==> src/rtl/tcp_tx_pattern_gen_pkg.sv <==
// Shared definitions for the TCP TX pattern generator: register offsets, MODE
// encodings, FSM states, LFSR taps and the pattern next-value helpers.
package tcp_tx_pattern_gen_pkg;

  localparam logic [3:0] OFF_CTRL    = 4'h0;
  localparam logic [3:0] OFF_PATTERN = 4'h1;
  localparam logic [3:0] OFF_LEN3    = 4'h2;
  localparam logic [3:0] OFF_LEN2    = 4'h3;
  localparam logic [3:0] OFF_LEN1    = 4'h4;
  localparam logic [3:0] OFF_LEN0    = 4'h5;
  localparam logic [3:0] OFF_SENT3   = 4'h6;
  localparam logic [3:0] OFF_SENT2   = 4'h7;
  localparam logic [3:0] OFF_SENT1   = 4'h8;
  localparam logic [3:0] OFF_SENT0   = 4'h9;
  localparam logic [3:0] OFF_STATUS  = 4'hA;

  // x^8+x^6+x^5+x^4+1 with a left shift: feedback is the XOR of bits 7,5,4,3
  localparam logic [7:0] LFSR_TAPS = 8'hB8;

  typedef enum logic [1:0] {
    MODE_INC   = 2'b00,
    MODE_DEC   = 2'b01,
    MODE_FIXED = 2'b10,
    MODE_LFSR  = 2'b11
  } mode_e;

  typedef enum logic {
    ST_IDLE = 1'b0,
    ST_RUN  = 1'b1
  } state_e;

  typedef struct packed {
    logic        cont;
    mode_e       mode;
    logic [7:0]  pattern;
    logic [31:0] length;
  } cfg_t;

  function automatic logic [7:0] pat_next(input mode_e m, input logic [7:0] p);
    logic [7:0] n;
    case (m)
      MODE_INC:   n = p + 8'd1;
      MODE_DEC:   n = p - 8'd1;
      MODE_FIXED: n = p;
      default:    n = {p[6:0], ^(p & LFSR_TAPS)};
    endcase
    return n;
  endfunction

  // an all-zero LFSR state would lock up, so seed 0 becomes 1
  function automatic logic [7:0] pat_seed(input mode_e m, input logic [7:0] v);
    return (m == MODE_LFSR && v == 8'h00) ? 8'h01 : v;
  endfunction

endpackage

==> src/rtl/tcp_tx_pattern_gen_src.sv <==
// Pattern byte source: loads the seed and mode at START, then advances one step
// per transmitted byte.
module tcp_tx_pattern_src
  import tcp_tx_pattern_gen_pkg::*;
(
  input  logic       CLK_200M,
  input  logic       SYS_RSTn,
  input  logic       i_srst,
  input  logic       i_load,
  input  mode_e      i_load_mode,
  input  logic [7:0] i_load_val,
  input  logic       i_adv,
  output logic [7:0] o_pat
);

  logic [7:0] r_pat;
  mode_e      r_mode;

  always_ff @(posedge CLK_200M or negedge SYS_RSTn) begin
    if (!SYS_RSTn) begin
      r_pat  <= 8'h00;
      r_mode <= MODE_INC;
    end else if (i_srst) begin
      r_pat  <= 8'h00;
      r_mode <= MODE_INC;
    end else if (i_load) begin
      r_pat  <= pat_seed(i_load_mode, i_load_val);
      r_mode <= i_load_mode;
    end else if (i_adv) begin
      r_pat  <= pat_next(r_mode, r_pat);
    end
  end

  assign o_pat = r_pat;

endmodule

==> src/rtl/tcp_tx_pattern_gen.sv <==
// Programmable TCP TX byte source for the SiTCP TX FIFO port, configured over
// an RBCP register window; emits N bytes or a continuous stream, honouring TX_FULL.
module tcp_tx_pattern_gen
  import tcp_tx_pattern_gen_pkg::*;
#(
  parameter logic [31:0] RBCP_BASE  = 32'h0000_0100,
  parameter logic [31:0] DEF_LENGTH = 32'd1024
) (
  input  logic        CLK_200M,
  input  logic        SYS_RSTn,
  input  logic        SITCP_RST,
  input  logic        TCP_OPEN_ACK,
  input  logic        TCP_TX_FULL,
  output logic        TCP_TX_WR,
  output logic [7:0]  TCP_TX_DATA,
  input  logic [31:0] RBCP_ADDR,
  input  logic        RBCP_WE,
  input  logic        RBCP_RE,
  input  logic [7:0]  RBCP_WD,
  output logic        RBCP_ACK,
  output logic [7:0]  RBCP_RD,
  output logic        BUSY
);

  localparam cfg_t CFG_RST = '{cont: 1'b0, mode: MODE_INC, pattern: 8'h00, length: DEF_LENGTH};

  cfg_t        r_cfg;
  state_e      r_state;
  state_e      w_state_nxt;
  logic [31:0] r_remain;
  logic [31:0] r_sent;
  logic [31:0] r_sent_snap;
  logic        r_run_cont;
  logic        r_done;
  logic        r_aborted;
  logic        r_tx_wr;
  logic [7:0]  r_tx_data;
  logic        r_ack;
  logic [7:0]  r_rd;

  logic [31:0] w_off;
  logic [3:0]  w_reg;
  logic        w_hit;
  logic        w_wr;
  logic        w_rdn;
  logic        w_start;
  logic        w_abort_req;
  logic        w_go;
  logic        w_zero;
  logic        w_abort;
  logic        w_fin;
  logic        w_issue;
  logic        w_busy;
  logic [7:0]  w_pat;
  logic [7:0]  w_status;
  logic [7:0]  w_rd_mux;
  logic        w_unused_wd;

  // window hit is computed on the offset so any 16-byte aligned base works
  assign w_off       = RBCP_ADDR - RBCP_BASE;
  assign w_reg       = w_off[3:0];
  assign w_hit       = (w_off[31:4] == 28'd0);
  assign w_wr        = RBCP_WE & w_hit;
  assign w_rdn       = RBCP_RE & w_hit & ~RBCP_WE;
  assign w_start     = w_wr & (w_reg == OFF_CTRL) & RBCP_WD[0];
  assign w_abort_req = w_wr & (w_reg == OFF_CTRL) & RBCP_WD[2];
  assign w_busy      = (r_state == ST_RUN);
  assign w_status    = {4'b0000, TCP_OPEN_ACK, r_aborted, r_done, w_busy};
  assign w_unused_wd = ^{RBCP_WD[7:6], RBCP_WD[3]};

  always_comb begin
    w_state_nxt = r_state;
    w_go        = 1'b0;
    w_zero      = 1'b0;
    w_abort     = 1'b0;
    w_fin       = 1'b0;
    w_issue     = 1'b0;
    case (r_state)
      ST_IDLE: begin
        if (w_start && TCP_OPEN_ACK) begin
          if (RBCP_WD[1] || r_cfg.length != 32'd0) begin
            w_go        = 1'b1;
            w_state_nxt = ST_RUN;
          end else begin
            w_zero = 1'b1;
          end
        end
      end
      default: begin
        if (w_abort_req || !TCP_OPEN_ACK) begin
          w_abort     = 1'b1;
          w_state_nxt = ST_IDLE;
        end else if (!r_run_cont && r_remain == 32'd0) begin
          w_fin       = 1'b1;
          w_state_nxt = ST_IDLE;
        end else begin
          w_issue = ~TCP_TX_FULL;
        end
      end
    endcase
  end

  always_ff @(posedge CLK_200M or negedge SYS_RSTn) begin
    if (!SYS_RSTn) begin
      r_state <= ST_IDLE;
    end else if (SITCP_RST) begin
      r_state <= ST_IDLE;
    end else begin
      r_state <= w_state_nxt;
    end
  end

  always_ff @(posedge CLK_200M or negedge SYS_RSTn) begin
    if (!SYS_RSTn) begin
      r_cfg <= CFG_RST;
    end else if (SITCP_RST) begin
      r_cfg <= CFG_RST;
    end else if (w_wr) begin
      case (w_reg)
        OFF_CTRL: begin
          r_cfg.cont <= RBCP_WD[1];
          r_cfg.mode <= mode_e'(RBCP_WD[5:4]);
        end
        OFF_PATTERN: r_cfg.pattern        <= RBCP_WD;
        OFF_LEN3:    r_cfg.length[31:24]  <= RBCP_WD;
        OFF_LEN2:    r_cfg.length[23:16]  <= RBCP_WD;
        OFF_LEN1:    r_cfg.length[15:8]   <= RBCP_WD;
        OFF_LEN0:    r_cfg.length[7:0]    <= RBCP_WD;
        default: ;
      endcase
    end
  end

  always_ff @(posedge CLK_200M or negedge SYS_RSTn) begin
    if (!SYS_RSTn) begin
      r_remain   <= 32'd0;
      r_sent     <= 32'd0;
      r_run_cont <= 1'b0;
      r_done     <= 1'b0;
      r_aborted  <= 1'b0;
      r_tx_wr    <= 1'b0;
      r_tx_data  <= 8'h00;
    end else if (SITCP_RST) begin
      r_remain   <= 32'd0;
      r_sent     <= 32'd0;
      r_run_cont <= 1'b0;
      r_done     <= 1'b0;
      r_aborted  <= 1'b0;
      r_tx_wr    <= 1'b0;
      r_tx_data  <= 8'h00;
    end else begin
      r_tx_wr <= w_issue;
      if (w_issue) begin
        r_tx_data <= w_pat;
        r_sent    <= r_sent + 32'd1;
        if (!r_run_cont) r_remain <= r_remain - 32'd1;
      end
      // CONT is captured at START so a later CTRL write (e.g. ABORT) cannot change a live run
      if (w_go) begin
        r_remain   <= r_cfg.length;
        r_run_cont <= RBCP_WD[1];
        r_sent     <= 32'd0;
        r_done     <= 1'b0;
        r_aborted  <= 1'b0;
      end
      if (w_zero) begin
        r_sent    <= 32'd0;
        r_done    <= 1'b1;
        r_aborted <= 1'b0;
      end
      if (w_fin)   r_done    <= 1'b1;
      if (w_abort) r_aborted <= 1'b1;
    end
  end

  tcp_tx_pattern_src u_src (
    .CLK_200M    (CLK_200M),
    .SYS_RSTn    (SYS_RSTn),
    .i_srst      (SITCP_RST),
    .i_load      (w_go),
    .i_load_mode (mode_e'(RBCP_WD[5:4])),
    .i_load_val  (r_cfg.pattern),
    .i_adv       (w_issue),
    .o_pat       (w_pat)
  );

  always_comb begin
    w_rd_mux = 8'h00;
    case (w_reg)
      OFF_CTRL:    w_rd_mux = {2'b00, r_cfg.mode, 2'b00, r_cfg.cont, 1'b0};
      OFF_PATTERN: w_rd_mux = r_cfg.pattern;
      OFF_LEN3:    w_rd_mux = r_cfg.length[31:24];
      OFF_LEN2:    w_rd_mux = r_cfg.length[23:16];
      OFF_LEN1:    w_rd_mux = r_cfg.length[15:8];
      OFF_LEN0:    w_rd_mux = r_cfg.length[7:0];
      OFF_SENT3:   w_rd_mux = r_sent[31:24];
      OFF_SENT2:   w_rd_mux = r_sent_snap[23:16];
      OFF_SENT1:   w_rd_mux = r_sent_snap[15:8];
      OFF_SENT0:   w_rd_mux = r_sent_snap[7:0];
      OFF_STATUS:  w_rd_mux = w_status;
      default:     w_rd_mux = 8'h00;
    endcase
  end

  // reading the SENT MSB freezes the lower bytes so a 4-byte read is coherent
  always_ff @(posedge CLK_200M or negedge SYS_RSTn) begin
    if (!SYS_RSTn) begin
      r_ack       <= 1'b0;
      r_rd        <= 8'h00;
      r_sent_snap <= 32'd0;
    end else if (SITCP_RST) begin
      r_ack       <= 1'b0;
      r_rd        <= 8'h00;
      r_sent_snap <= 32'd0;
    end else begin
      r_ack <= w_wr | w_rdn;
      r_rd  <= w_rdn ? w_rd_mux : 8'h00;
      if (w_rdn && w_reg == OFF_SENT3) r_sent_snap <= r_sent;
    end
  end

  assign TCP_TX_WR   = r_tx_wr;
  assign TCP_TX_DATA = r_tx_data;
  assign RBCP_ACK    = r_ack;
  assign RBCP_RD     = r_rd;
  assign BUSY        = w_busy;

endmodule

==> config.mk <==
export PLATFORM = sky130hd
export DESIGN_NAME = tcp_tx_pattern_gen
export DESIGN_NICKNAME = d
export VERILOG_FILES = /design/src/rtl/tcp_tx_pattern_gen_pkg.sv /design/src/rtl/tcp_tx_pattern_gen_src.sv /design/src/rtl/tcp_tx_pattern_gen.sv
export SDC_FILE = /design/constraint.sdc
export NUM_CORES = 1
export LEC_CHECK = 0
export BUFFER_PORTS_ARGS = -buffer_cell sky130_fd_sc_hd__buf_2
export CORE_AREA = 5 5 173 158
export DETAILED_ROUTE_END_ITERATION = 10
export DIE_AREA = 0 0 178 163
export SLEW_MARGIN = 10
export SYNTH_ARGS = -nofsm -noshare
export SYNTH_HDL_FRONTEND = slang
export SYNTH_SLANG_ARGS = --single-unit
==> constraint.sdc <==
create_clock -name CLK_200M -period 3.5 [get_ports CLK_200M]
set_input_delay 0.35 -clock CLK_200M [delete_from_list [all_inputs] [get_ports CLK_200M]]
set_output_delay 0.35 -clock CLK_200M [all_outputs]
set_load 0.02 [all_outputs]
==> qor.yml, run 1 <==
grt:
  grt_overflow: 0
  grt_usage: 0.213
  grt_pass1_vias: 8406
  grt_pass1_wl_um: 48200
  grt_max_degree: 99
  grt_antenna_before_repair: 3
place:
  dp.cells: 1428
  port_buffers: 65
  place_hpwl_um: 22300
  placed_area_um2: 10200
  place_congestion: 0.946
critical_path:
  arrival_ps: 3470
  endpoint_kind: "flip-flop"
  cp_slowest_cell: "nor4_1"
  crit_type: "flip-flop to flip-flop"
  path_buf_inv: 0
  cp_slowest_stage_delay_ps: 630
  cp-start-kind: "flip-flop"
  path_max_fanout: 7
  crit_family: "simple AND/OR/NAND/NOR gates"
  required_ps: 3840
  cp_cell_sequence: "nor4_1 -> nand4_1 -> nor4_4 -> nor2_1 -> a22oi_1 -> o21ai_0 -> a21oi_1"
die:
  fp.dieH_um: 163
  ios: 66
  start_util: 0.371
  design.core.area_um2: 25600
  fp.dieW_um: 178
  rows: 56
  die-area_um2: 29000
timing:
  fin_setup_tns_ps: 0
  post-route-period-util: 0.893
  max-slew-margin-rel: 0.249
  fmax_ghz: 0.320
  finalHoldViolCount: 0
  final_max_slew_viol_count: 0
  skew_ps: 13.6
  worst_pin_slew_ps: 1130
  setup_viol: 0
  rsz0062_at_grt: "false"
  period_needed_ps: 3120
  hold-worst-slack_ps: 227
synthesis:
  yosysSeqAreaShare: 0.431
  yosys_warnings: 0
  synth-seq-cells: 163
  synth.avg_cell_area_um2: 9.03
  synth_fp_nets: 1106
  synthFlopType: "dfrtp_1"
  synth.distinct_cells: 74
  netlist_area_um2: 9480
  synth_edf_count: 0
  synthCells: 1050
  async_flop_share: 1.00
finish:
  drive_above_1_share: 0.143
  design_area_um2: 10900
  finalNonFillerCells: 1462
  area_growth_pct: 14.6
  fillers: 2527
  nets: 1156
worst_hold_path:
  hold_path_class: "primary input to flip-flop"
clock_network:
  h-tree-depth: 4
  cts_made_buffers: 17
  clk_path_buf_depth: 2
  postCtsSetupBuffers: 0
  clock-sinks: 163
  path_clk_slew_ps: 70
  cts_root_buf: "clkbuf_16"
  postCtsResizedCells: 0
  clock_latency_ps: 440
  cts_tree: "built"
power_and_ir_drop:
  power_density_nw_per_um2: 381
  seq_power_share: 0.458
  clock_power_share: 0.484
  swShare: 0.238
  pwr-share-comb: 0.058
  internal_power_mw: 3.15
  leakagePower_nw: 4.88
  switching_power_mw: 0.983
  irDropWorstVdd_uv: 317
routing:
  post-route-drc-count: 0
  vias: 8520
  wl_um: 30400
  drt_first_iter_violations: 913
  firstDrtPassIters: 5
  vias_per_cell: 5.83
  ant_nets: 0
  wl_per_cell_um: 20.8
outcome:
  status: "finished clean"
job:
  maxCapViolCount: 0
-- cells in the mapped netlist (9+ instances only) --
cell | n | area [µm²]
a22oi_1 | 14 | 105
xor2_1 | 16 | 140
nor4_1 | 33 | 206
or4_1 | 14 | 105
nand2_1 | 115 | 432
mux2i_1 | 58 | 581
nor2_1 | 127 | 477
mux2_2 | 12 | 135
a211oi_1 | 19 | 143
o31ai_1 | 9 | 67.6
nand3_1 | 22 | 110
dfrtp_1 | 162 | 4050
xnor2_1 | 30 | 263
or3_1 | 19 | 119
o21ai_0 | 26 | 130
nor2b_1 | 14 | 87.6
a22o_1 | 9 | 78.8
clkbuf_1 | 51 | 191
nand4_1 | 21 | 131
a21oi_1 | 66 | 330
o211ai_1 | 11 | 82.6
nor3_1 | 37 | 185
inv_1 | 17 | 63.8
-- power groups by stage --
stage / sequential (mW) / clock [mW] / combinational, mW
4_1_cts: 1.89 / 2.03 / 0.240
2_1_floorplan: 1.93 / 0 / 0.109
6_report: 1.89 / 2.00 / 0.239
5_1_grt: 1.89 / 2.11 / 0.263
3_5_place_dp: 1.93 / 0 / 0.238
3_3_place_gp: 1.93 / 0 / 0.238
-- flip-flops by register name, indices dropped and copies added, names as in the netlist --
register / flops
r_cfg: 43
r_remain: 32
r_sent: 32
r_sent_snap: 24
RBCP_RD: 8
TCP_TX_DATA: 8
u_src.o_pat: 8
u_src.r_mode: 2
BUSY: 1
RBCP_ACK: 1
TCP_TX_WR: 1
r_aborted: 1
r_done: 1
r_run_cont: 1
-- cell usage in the layout (no fill, tap or decap), types with 7 or more instances in the layout --
master     Yosys  layout
nor3_1        37      35
inv_1         17      17
nor4_1        33      33
buf_4          3      32
a21oi_1       66      66
nand3b_1       7       7
nand2_1      115     115
a22o_1         9       9
o211ai_1      11      11
o22ai_1        7       7
mux2_2        12      12
o311ai_0       7       7
a22oi_1       14      14
o31ai_1        9       9
clkbuf_16      0      17
dfrtp_1      162     162
and2_1         8       8
nand3_1       22      22
and3_1         8       8
o21ai_0       26      26
a211oi_1      19      19
or3_1         19      19
xnor2_1       30      30
nor2b_1       14      14
nand4_1       21      21
xor2_1        16      16
ha_1           8       8
mux2i_1       58      58
or4_1         14      14
buf_2          7      63
nor2_1       127     127
-- kinds of logic after synthesis --
group | after synthesis | synth area share
and+or+nand+nor | 458 | 0.244
AOI/OAI and AO/OA | 218 | 0.156
DFF | 163 | 0.431
buffers and inverters | 85 | 0.0367
muxes | 71 | 0.0771
xor gates and xnor gates | 46 | 0.0425
adders and majority gates | 9 | 0.0127
-- timing repair --
action	CTS	global route
endpoints found under the hold margin	49	0
hold buffers	1	0
endpoints found under the setup margin	0	0
-- layer usage --
layer,track usage,up-vias,share of wire
met2,0.325,352,0.44
met3,0.0432,53,0.077
li1,-,3942,-
met5,0,-,0.00062
met1,0.303,4169,0.46
met4,0.0685,4,0.023
-- path summary, 6_finish.rpt --
| check | to | slack [ps] | start | depth (start not counted) |
|---|---|---|---|---|
| hold / removal | RBCP_ACK$_DFF_PN0_ | 230 | RBCP_RE | 2 |
| setup reg to reg | r_sent[20]$_DFFE_PN0P_ | 380 | r_remain[26]$_DFFE_PN0P_ | 7 |
| min in group asynchronous | r_remain[4]$_DFFE_PN0P_ | 420 | SYS_RSTn | 2 |
| setup / recovery | r_sent[20]$_DFFE_PN0P_ | 380 | r_remain[26]$_DFFE_PN0P_ | 7 |
| max in group asynchronous | RBCP_RD[3]$_DFF_PN0_ | 2220 | SYS_RSTn | 3 |
| hold reg to reg | TCP_TX_DATA[2]$_DFFE_PN0P_ | 520 | TCP_TX_DATA[2]$_DFFE_PN0P_ | 2 |
-- worst reg2reg max path: cells and delay by family, from the launching register on --
| kind | cells | cell delay, ps |
|---|---|---|
| flops | 1 | 430 |
| simple gates | 4 | 1620 |
| compound gates | 3 | 980 |
-- metrics by stage --
stage | total power, mW | util | setup slack, ps
after floorplan | 2.04 | - | 691
after global placement | 2.17 | 0.400 | 350
after detailed placement | 2.17 | 0.400 | 300
after CTS | 4.17 | 0.424 | 405
after global routing | 4.27 | 0.425 | 264
final | 4.14 | 0.425 | 375
-- layout make-up --
type | count | area (µm²) | share of cell area
inverters | 18 | 67.6 | 0.00622
clock inverters | 11 | 178 | 0.0164
flip-flops and latches | 163 | 4080 | 0.376
diodes | 1 | 2.50 | 0.000230
clock buffers | 21 | 440 | 0.0405
multi-input cells | 802 | 5060 | 0.466
well taps | 348 | 435 | 0.0401
repair buffers | 98 | 597 | 0.0549
Note: power is estimated with default switching activity, not from simulation.
==> inputs of run 2 (changes only) <==
Settings changed: CTS_BUF_LIST set to sky130_fd_sc_hd__clkbuf_8 sky130_fd_sc_hd__clkbuf_16.
==> run 2 against run 1 <==
Sequential power barely moved. Routed wire length rose by 0.13%. Largest cell class unchanged. Clock power about the same. Register-to-register slack gained 30 ps. Critical endpoint unchanged.
==> qor.yml, run 2 (synthesis gave the netlist of run 1 again) <==
critical_path:
  r2r_start: "r_remain[16]$_DFFE_PN0P_"
  cp-start-kind: "flip-flop"
  cp_cell_sequence: "or3_1 -> or3_1 -> nor4_4 -> nor2_1 -> a22oi_1 -> o21ai_0 -> a21oi_1"
  reg2reg_to: "r_sent[20]$_DFFE_PN0P_"
  r2r_slack_ps: 400  # +30 ps
  cpMostUsedCell: "or3_1"
  ff2ff_path_depth: 7  # unchanged
  crit_type: "flip-flop to flip-flop"
  endpoint_kind: "flip-flop"
  crit_start: "r_remain[16]$_DFFE_PN0P_"
  required_ps: 3840  # about the same
  endpoint: "r_sent[20]$_DFFE_PN0P_"
  arrival_ps: 3440  # -30 ps
  cp_slowest_cell: "a22oi_1"
  cp_slowest_stage_delay_ps: 570  # -60 ps
  path_max_fanout: 7  # unchanged
worst_hold_path:
  hold_path_class: "primary input to flip-flop"
  holdCritStartpoint: "RBCP_RE"
finish:
  final_core_util: 0.425  # unchanged
  area_growth_pct: 14.6  # unchanged
  fillers: 2527  # unchanged
  final_cell_mix: "dfrtp_1, nor2_1, nand2_1, a21oi_1, buf_2"
  largest_reg_flops: 43  # unchanged
  nets: 1156  # unchanged
  final_common_cell: "dfrtp_1"
  regMostFlops: "r_cfg"
  seq_area_um2: 4080  # unchanged
  reg_top3: "r_cfg (43), r_remain (32), r_sent (32)"
  multi_input_area_um2: 5060  # unchanged
  drive_above_1_share: 0.143  # unchanged
routing:
  post-route-drc-count: 0  # unchanged
  drt_first_iter_violations: 926  # +1.4%
  highest_layer: "met5"
  wl_met1_um: 13800  # -0.85%
  vias: 8538  # +0.21%
  ant_nets: 0  # unchanged
  firstDrtPassIters: 6  # +1
  dr_wl_met2_um: 13500  # +0.54%
  vias_per_cell: 5.84  # +0.21%
  wl_per_cell_um: 20.8  # +0.13%
  wl_um: 30500  # +0.13%
  dr_wl_met3_um: 2460  # +4.8%
clock_network:
  clock-sinks: 163  # unchanged
  clk_path_buf_depth: 2  # unchanged
  postCtsSetupBuffers: 0  # unchanged
  cts_made_buffers: 17  # unchanged
  postCtsResizedCells: 0  # unchanged
  cts_hold_buf: 1  # unchanged
  h-tree-depth: 4  # unchanged
  cts_tree: "built"
  cts_root_buf: "clkbuf_16"
  clock_latency_ps: 440  # about the same
  path_clk_slew_ps: 70  # about the same
timing:
  rsz0062_at_grt: "false"
  fin_setup_tns_ps: 0  # unchanged
  skew_ps: 14.7  # +1.03 ps
  setup_viol: 0  # unchanged
  setup_slack_ps: 404  # +29.3 ps
  worst_pin_slew_ps: 1130  # -0.130 ps
  hold-worst-slack_ps: 227  # +0.104 ps
  fmax_ghz: 0.323  # +0.95%
  finalHoldViolCount: 0  # unchanged
  final_max_slew_viol_count: 0  # unchanged
  period_needed_ps: 3100  # -29.3 ps
  max-slew-margin-rel: 0.249  # about the same
  post-route-period-util: 0.884  # -0.00837
power_and_ir_drop:
  seq_power_share: 0.459  # about the same
  leakagePower_nw: 4.90  # +0.34%
  internal_power_mw: 3.14  # -0.37%
  power_mw: 4.13  # -0.28%
  swShare: 0.238  # +0.000693
  clock_power_share: 0.483  # about the same
  pwr-share-comb: 0.058  # about the same
  switching_power_mw: 0.983  # about the same
  power_density_nw_per_um2: 380  # -0.28%
  irDropWorstVdd_uv: 317  # about the same
grt:
  grt_pass1_vias: 8406  # unchanged
  grt_max_degree: 99  # unchanged
  grt_usage: 0.213  # unchanged
  grt_pass1_wl_um: 48200  # unchanged
  grt_antenna_before_repair: 3  # unchanged
  grt_overflow: 0  # unchanged
place:
  place_hpwl_um: 22300  # unchanged
  port_buffers: 65  # unchanged
  place_ws_ps: 300  # unchanged
  place_congestion: 0.946  # unchanged
die:
  die-area_um2: 29000  # unchanged
  rows: 56  # unchanged
  ios: 66  # unchanged
  fp.dieH_um: 163  # unchanged
  fp.dieW_um: 178  # unchanged
  design.core.area_um2: 25600  # unchanged
  start_util: 0.371  # unchanged
job:
  maxCapViolCount: 0  # unchanged
outcome:
  status: "finished clean"
[run 2: cell types whose count changed in the layout (fill, tap and decap cells not counted)]
cell      before  now
clkbuf_1       4    0
inv_1         17   21
[run 2: routing by layer]
metal  vias up  global-route usage
met5         -                   0
met4         4              0.0685
met3        49              0.0432
met2       362               0.325
met1      4183               0.303
li1       3940                   -
[run 2: per-stage QoR]
stage,cells,instance area [µm²]
finish,1462,10900
global route,1462,10900
CTS,1461,10900
detailed placement,1428,10200
global placement,1428,10200
floorplan,1050,9480
[run 2: worst min path at each step]
stage,endpoint,slack (ps),cells past startpoint
2_1_floorplan,BUSY$_DFF_PN0_,50,0
3_3_place_gp,r_remain[4]$_DFFE_PN0P_,340,1
3_5_place_dp,r_remain[4]$_DFFE_PN0P_,340,1
4_1_cts,RBCP_ACK$_DFF_PN0_,200,2
5_1_grt,RBCP_ACK$_DFF_PN0_,220,2
6_report,RBCP_ACK$_DFF_PN0_,230,2
[run 2: layout make-up]
| class | count | area share |
|---|---|---|
| multi-input cells | 802 | 0.466 |
| flip-flops and latches | 163 | 0.376 |
| repair buffers | 98 | 0.0549 |
| well taps | 348 | 0.0401 |
| clock buffers | 17 | 0.0392 |
| clock inverters | 15 | 0.0177 |
| inverters | 18 | 0.00622 |
| diodes | 1 | 0.000230 |
[run 2: worst max-delay path, delay by kind of cell, from the launching register on]
| kind | cells | cell delay [ps] |
|---|---|---|
| simple gates | 4 | 1630 |
| compound gates | 3 | 960 |
| flops | 1 | 400 |
[run 2: power groups by stage]
stage	logic [mW]	registers, mW	clock network, mW
after CTS	0.240	1.89	2.02
final	0.240	1.89	1.99
after detailed placement	0.238	1.93	0
after floorplan	0.109	1.93	0
after global routing	0.263	1.89	2.10
after global placement	0.238	1.93	0
==> inputs of run 3 (changes only) <==
Settings changed: ABC_AREA set to 1, CORE_AREA 5 5 173 158 to 5 5 181 166, DIE_AREA 0 0 178 163 to 0 0 186 171.
==> run 3 against run 2 <==
Utilization down 0.77 points. Routed wire length rose by 6.5%. Clock skew shrank 2.9 ps. Synthesized area grew 10%. Register-to-register slack gained 20 ps. Clock-buffer cell count stayed put. Die area increased by 9.6%. Sequential cell count did not move. First-iteration DRC count is 4.2% lower. Non-clock buffer count down 14. Final cell count rose by 35%. Via count grew 19%. Largest cell class unchanged. Highest routed layer is now met4.
==> qor.yml, run 3 <==
critical_path:
  crit_type: "flip-flop to flip-flop"
  required_ps: 3870  # +30 ps
  path_max_fanout: 14  # +7
  endpoint_kind: "flip-flop"
  arrival_ps: 3440  # about the same
  cp-start-kind: "flip-flop"
die:
  start_util: 0.370  # about the same
  fp.dieW_um: 186  # +4.5%
  ios: 66  # unchanged
  fp.dieH_um: 171  # +4.9%
  rows: 59  # +5.4%
  die-area_um2: 31800  # +9.6%
  design.core.area_um2: 28200  # +10%
clock_network:
  cts_tree: "built"
  postCtsSetupBuffers: 0  # unchanged
  clock-sinks: 163  # unchanged
  cts_root_buf: "clkbuf_16"
  path_clk_slew_ps: 60  # about the same
  clock_latency_ps: 440  # about the same
  cts_made_buffers: 17  # unchanged
  clk_path_buf_depth: 2  # unchanged
  h-tree-depth: 4  # unchanged
routing:
  ant_nets: 0  # unchanged
  vias: 10200  # +19%
  drt_first_iter_violations: 887  # -4.2%
  vias_per_cell: 5.14  # -12%
  post-route-drc-count: 0  # unchanged
  wl_um: 32400  # +6.5%
  firstDrtPassIters: 5  # -1
  wl_per_cell_um: 16.4  # -21%
timing:
  fin_setup_tns_ps: 0  # unchanged
  rsz0062_at_grt: "false"
  skew_ps: 11.8  # -2.86 ps
  finalHoldViolCount: 0  # unchanged
  period_needed_ps: 3080  # -18.7 ps
  post-route-period-util: 0.879  # -0.00533
  setup_slack_ps: 423  # +18.7 ps
  setup_viol: 0  # unchanged
  fmax_ghz: 0.325  # +0.61%
  worst_pin_slew_ps: 1060  # -67.5 ps
  final_max_slew_viol_count: 0  # unchanged
  max-slew-margin-rel: 0.294  # +0.0450
finish:
  regMostFlops: "r_cfg"
  fillers: 2976  # +18%
  final_common_cell: "nand2_1"
  reg_top3: "r_cfg (43), r_remain (32), r_sent (32)"
  final_cell_mix: "nand2_1, nor2_1, inv_1, dfrtp_1, o21ai_0"
  nets: 1655  # +43%
  diodes: 0  # -1
  drive_above_1_share: 0.0962  # -0.0466
  largest_reg_flops: 43  # unchanged
  area_growth_pct: 12.6
power_and_ir_drop:
  power_density_nw_per_um2: 524  # +38%
  leakagePower_nw: 5.96  # +22%
  irDropWorstVdd_uv: 397  # +25%
grt:
  grt_usage: 0.206  # -0.00676
  grt_antenna_before_repair: 0  # -3
  grt_pass1_wl_um: 52000  # +7.9%
  grt_overflow: 0  # unchanged
  grt_max_degree: 80  # -19%
  grt_pass1_vias: 9545  # +14%
synthesis:
  synth_most_common_cell: "nand2_1"
  synth_edf_count: 0  # unchanged
  synth-seq-cells: 163  # unchanged
  yosysTopAreaCellShare: 0.388  # -0.0397
  synth.avg_cell_area_um2: 6.80  # -25%
  synthCells: 1535  # +46%
  synth.distinct_cells: 50  # -32%
  synthTopCellsByCount: "nand2_1, nor2_1, inv_1, dfrtp_1, o21ai_0"
  synth_fp_nets: 1591  # +44%
  async_flop_share: 1.00  # unchanged
  netlist_area_um2: 10400  # +10%
  yosys_warnings: 0  # unchanged
  synth_top_cell_by_area: "dfrtp_1"
  yosysSeqAreaShare: 0.391  # -0.0399
  synthFlopType: "dfrtp_1"
  synthTopCellsByArea: "dfrtp_1, nand2_1, nor2_1, inv_1, o21ai_0"
place:
  place_congestion: 0.964  # +1.9%
  port_buffers: 65  # unchanged
  place_ws_ps: 245  # -55.3 ps
  place_hpwl_um: 24300  # +8.6%
job:
  maxCapViolCount: 0  # unchanged
worst_hold_path:
  hold_path_class: "primary input to flip-flop"
outcome:
  status: "finished clean"
## run 3: critical path, cell delays in order, from the launching register on
cell and delay (ps):
dfrtp_1 370, inv_1 60, ha_1 220, nand2_1 140
nor2_1 80, nand2_1 140, inv_1 100, nand4_1 180
nand2_1 70, nor2_1 120, nand3_2 330, nor2_1 900
nand3_1 180, nand2_1 120
## run 3: what timing repair did
item                                   4_1_cts  5_1_grt
hold buffers                                 1        0
endpoints found under the hold margin       42        0
resized for setup                            0        0
## run 3: cells by family (layout without fill, tap and decap cells)
| logic type | Yosys count | after routing | share of synthesized area |
|---|---|---|---|
| buffers and inverters | 244 | 320 | 0.0946 |
| xor gates and xnor gates | 47 | 47 | 0.0394 |
| AOI/OAI and AO/OA | 176 | 176 | 0.0979 |
| adders and majority gates | 9 | 9 | 0.0115 |
| DFF | 163 | 163 | 0.391 |
| and+or+nand+nor | 896 | 896 | 0.366 |
## run 3: layout make-up
type | instances | area, µm² | area share
Multi-Input combinational cell | 1128 | 5380 | 0.457
Sequential cell | 163 | 4080 | 0.347
Inverter | 205 | 774 | 0.0659
Timing Repair Buffer | 84 | 489 | 0.0416
Tap cell | 366 | 458 | 0.0389
Clock buffer | 17 | 425 | 0.0362
Clock inverter | 14 | 156 | 0.0133
## run 3: report_power, final
| group | leakage [nW] | internal (mW) | switching (mW) | total (mW) |
|---|---|---|---|---|
| Clock | 0.278 | 1.06 | 0.852 | 1.91 |
| Combinational | 3.47 | 0.710 | 1.17 | 1.88 |
| Sequential | 2.21 | 2.09 | 0.287 | 2.37 |
## run 3: metrics by stage
stage / total power, mW / hold WS, ps / cell area (µm²) / std cells / util
after floorplan: 3.77 / 54.4 / 10400 / 1535 / -
after global placement: 4.25 / 455 / 11200 / 1945 / 0.396
after detailed placement: 4.26 / 458 / 11200 / 1945 / 0.396
after CTS: 6.19 / 218 / 11800 / 1977 / 0.417
after global routing: 6.59 / 233 / 11800 / 1977 / 0.417
final: 6.17 / 240 / 11800 / 1977 / 0.417
## run 3: layer usage
metal	GRT usage	vias to the layer above	wire length (µm)
li1	-	5024	-
met1	0.308	4758	15400
met2	0.300	347	13800
met3	0.0470	41	2510
met4	0.0554	0	729
met5	0	-	0
## run 3: path summary, 6_finish.rpt
kind	slack, ps	cells after the start	from	to
worst max-delay path	420	13	r_remain[0]$_DFFE_PN0P_	r_sent[27]$_DFFE_PN0P_
worst min-delay path	240	3	RBCP_RE	RBCP_ACK$_DFF_PN0_
worst max register to register	420	13	r_remain[0]$_DFFE_PN0P_	r_sent[27]$_DFFE_PN0P_
worst min register to register	490	2	r_cfg[41]$_DFFE_PN0P_	r_cfg[41]$_DFFE_PN0P_
max in group asynchronous	2020	3	SYS_RSTn	r_cfg[10]$_DFFE_PN1P_
min in group asynchronous	540	2	SYS_RSTn	r_sent[14]$_DFFE_PN0P_
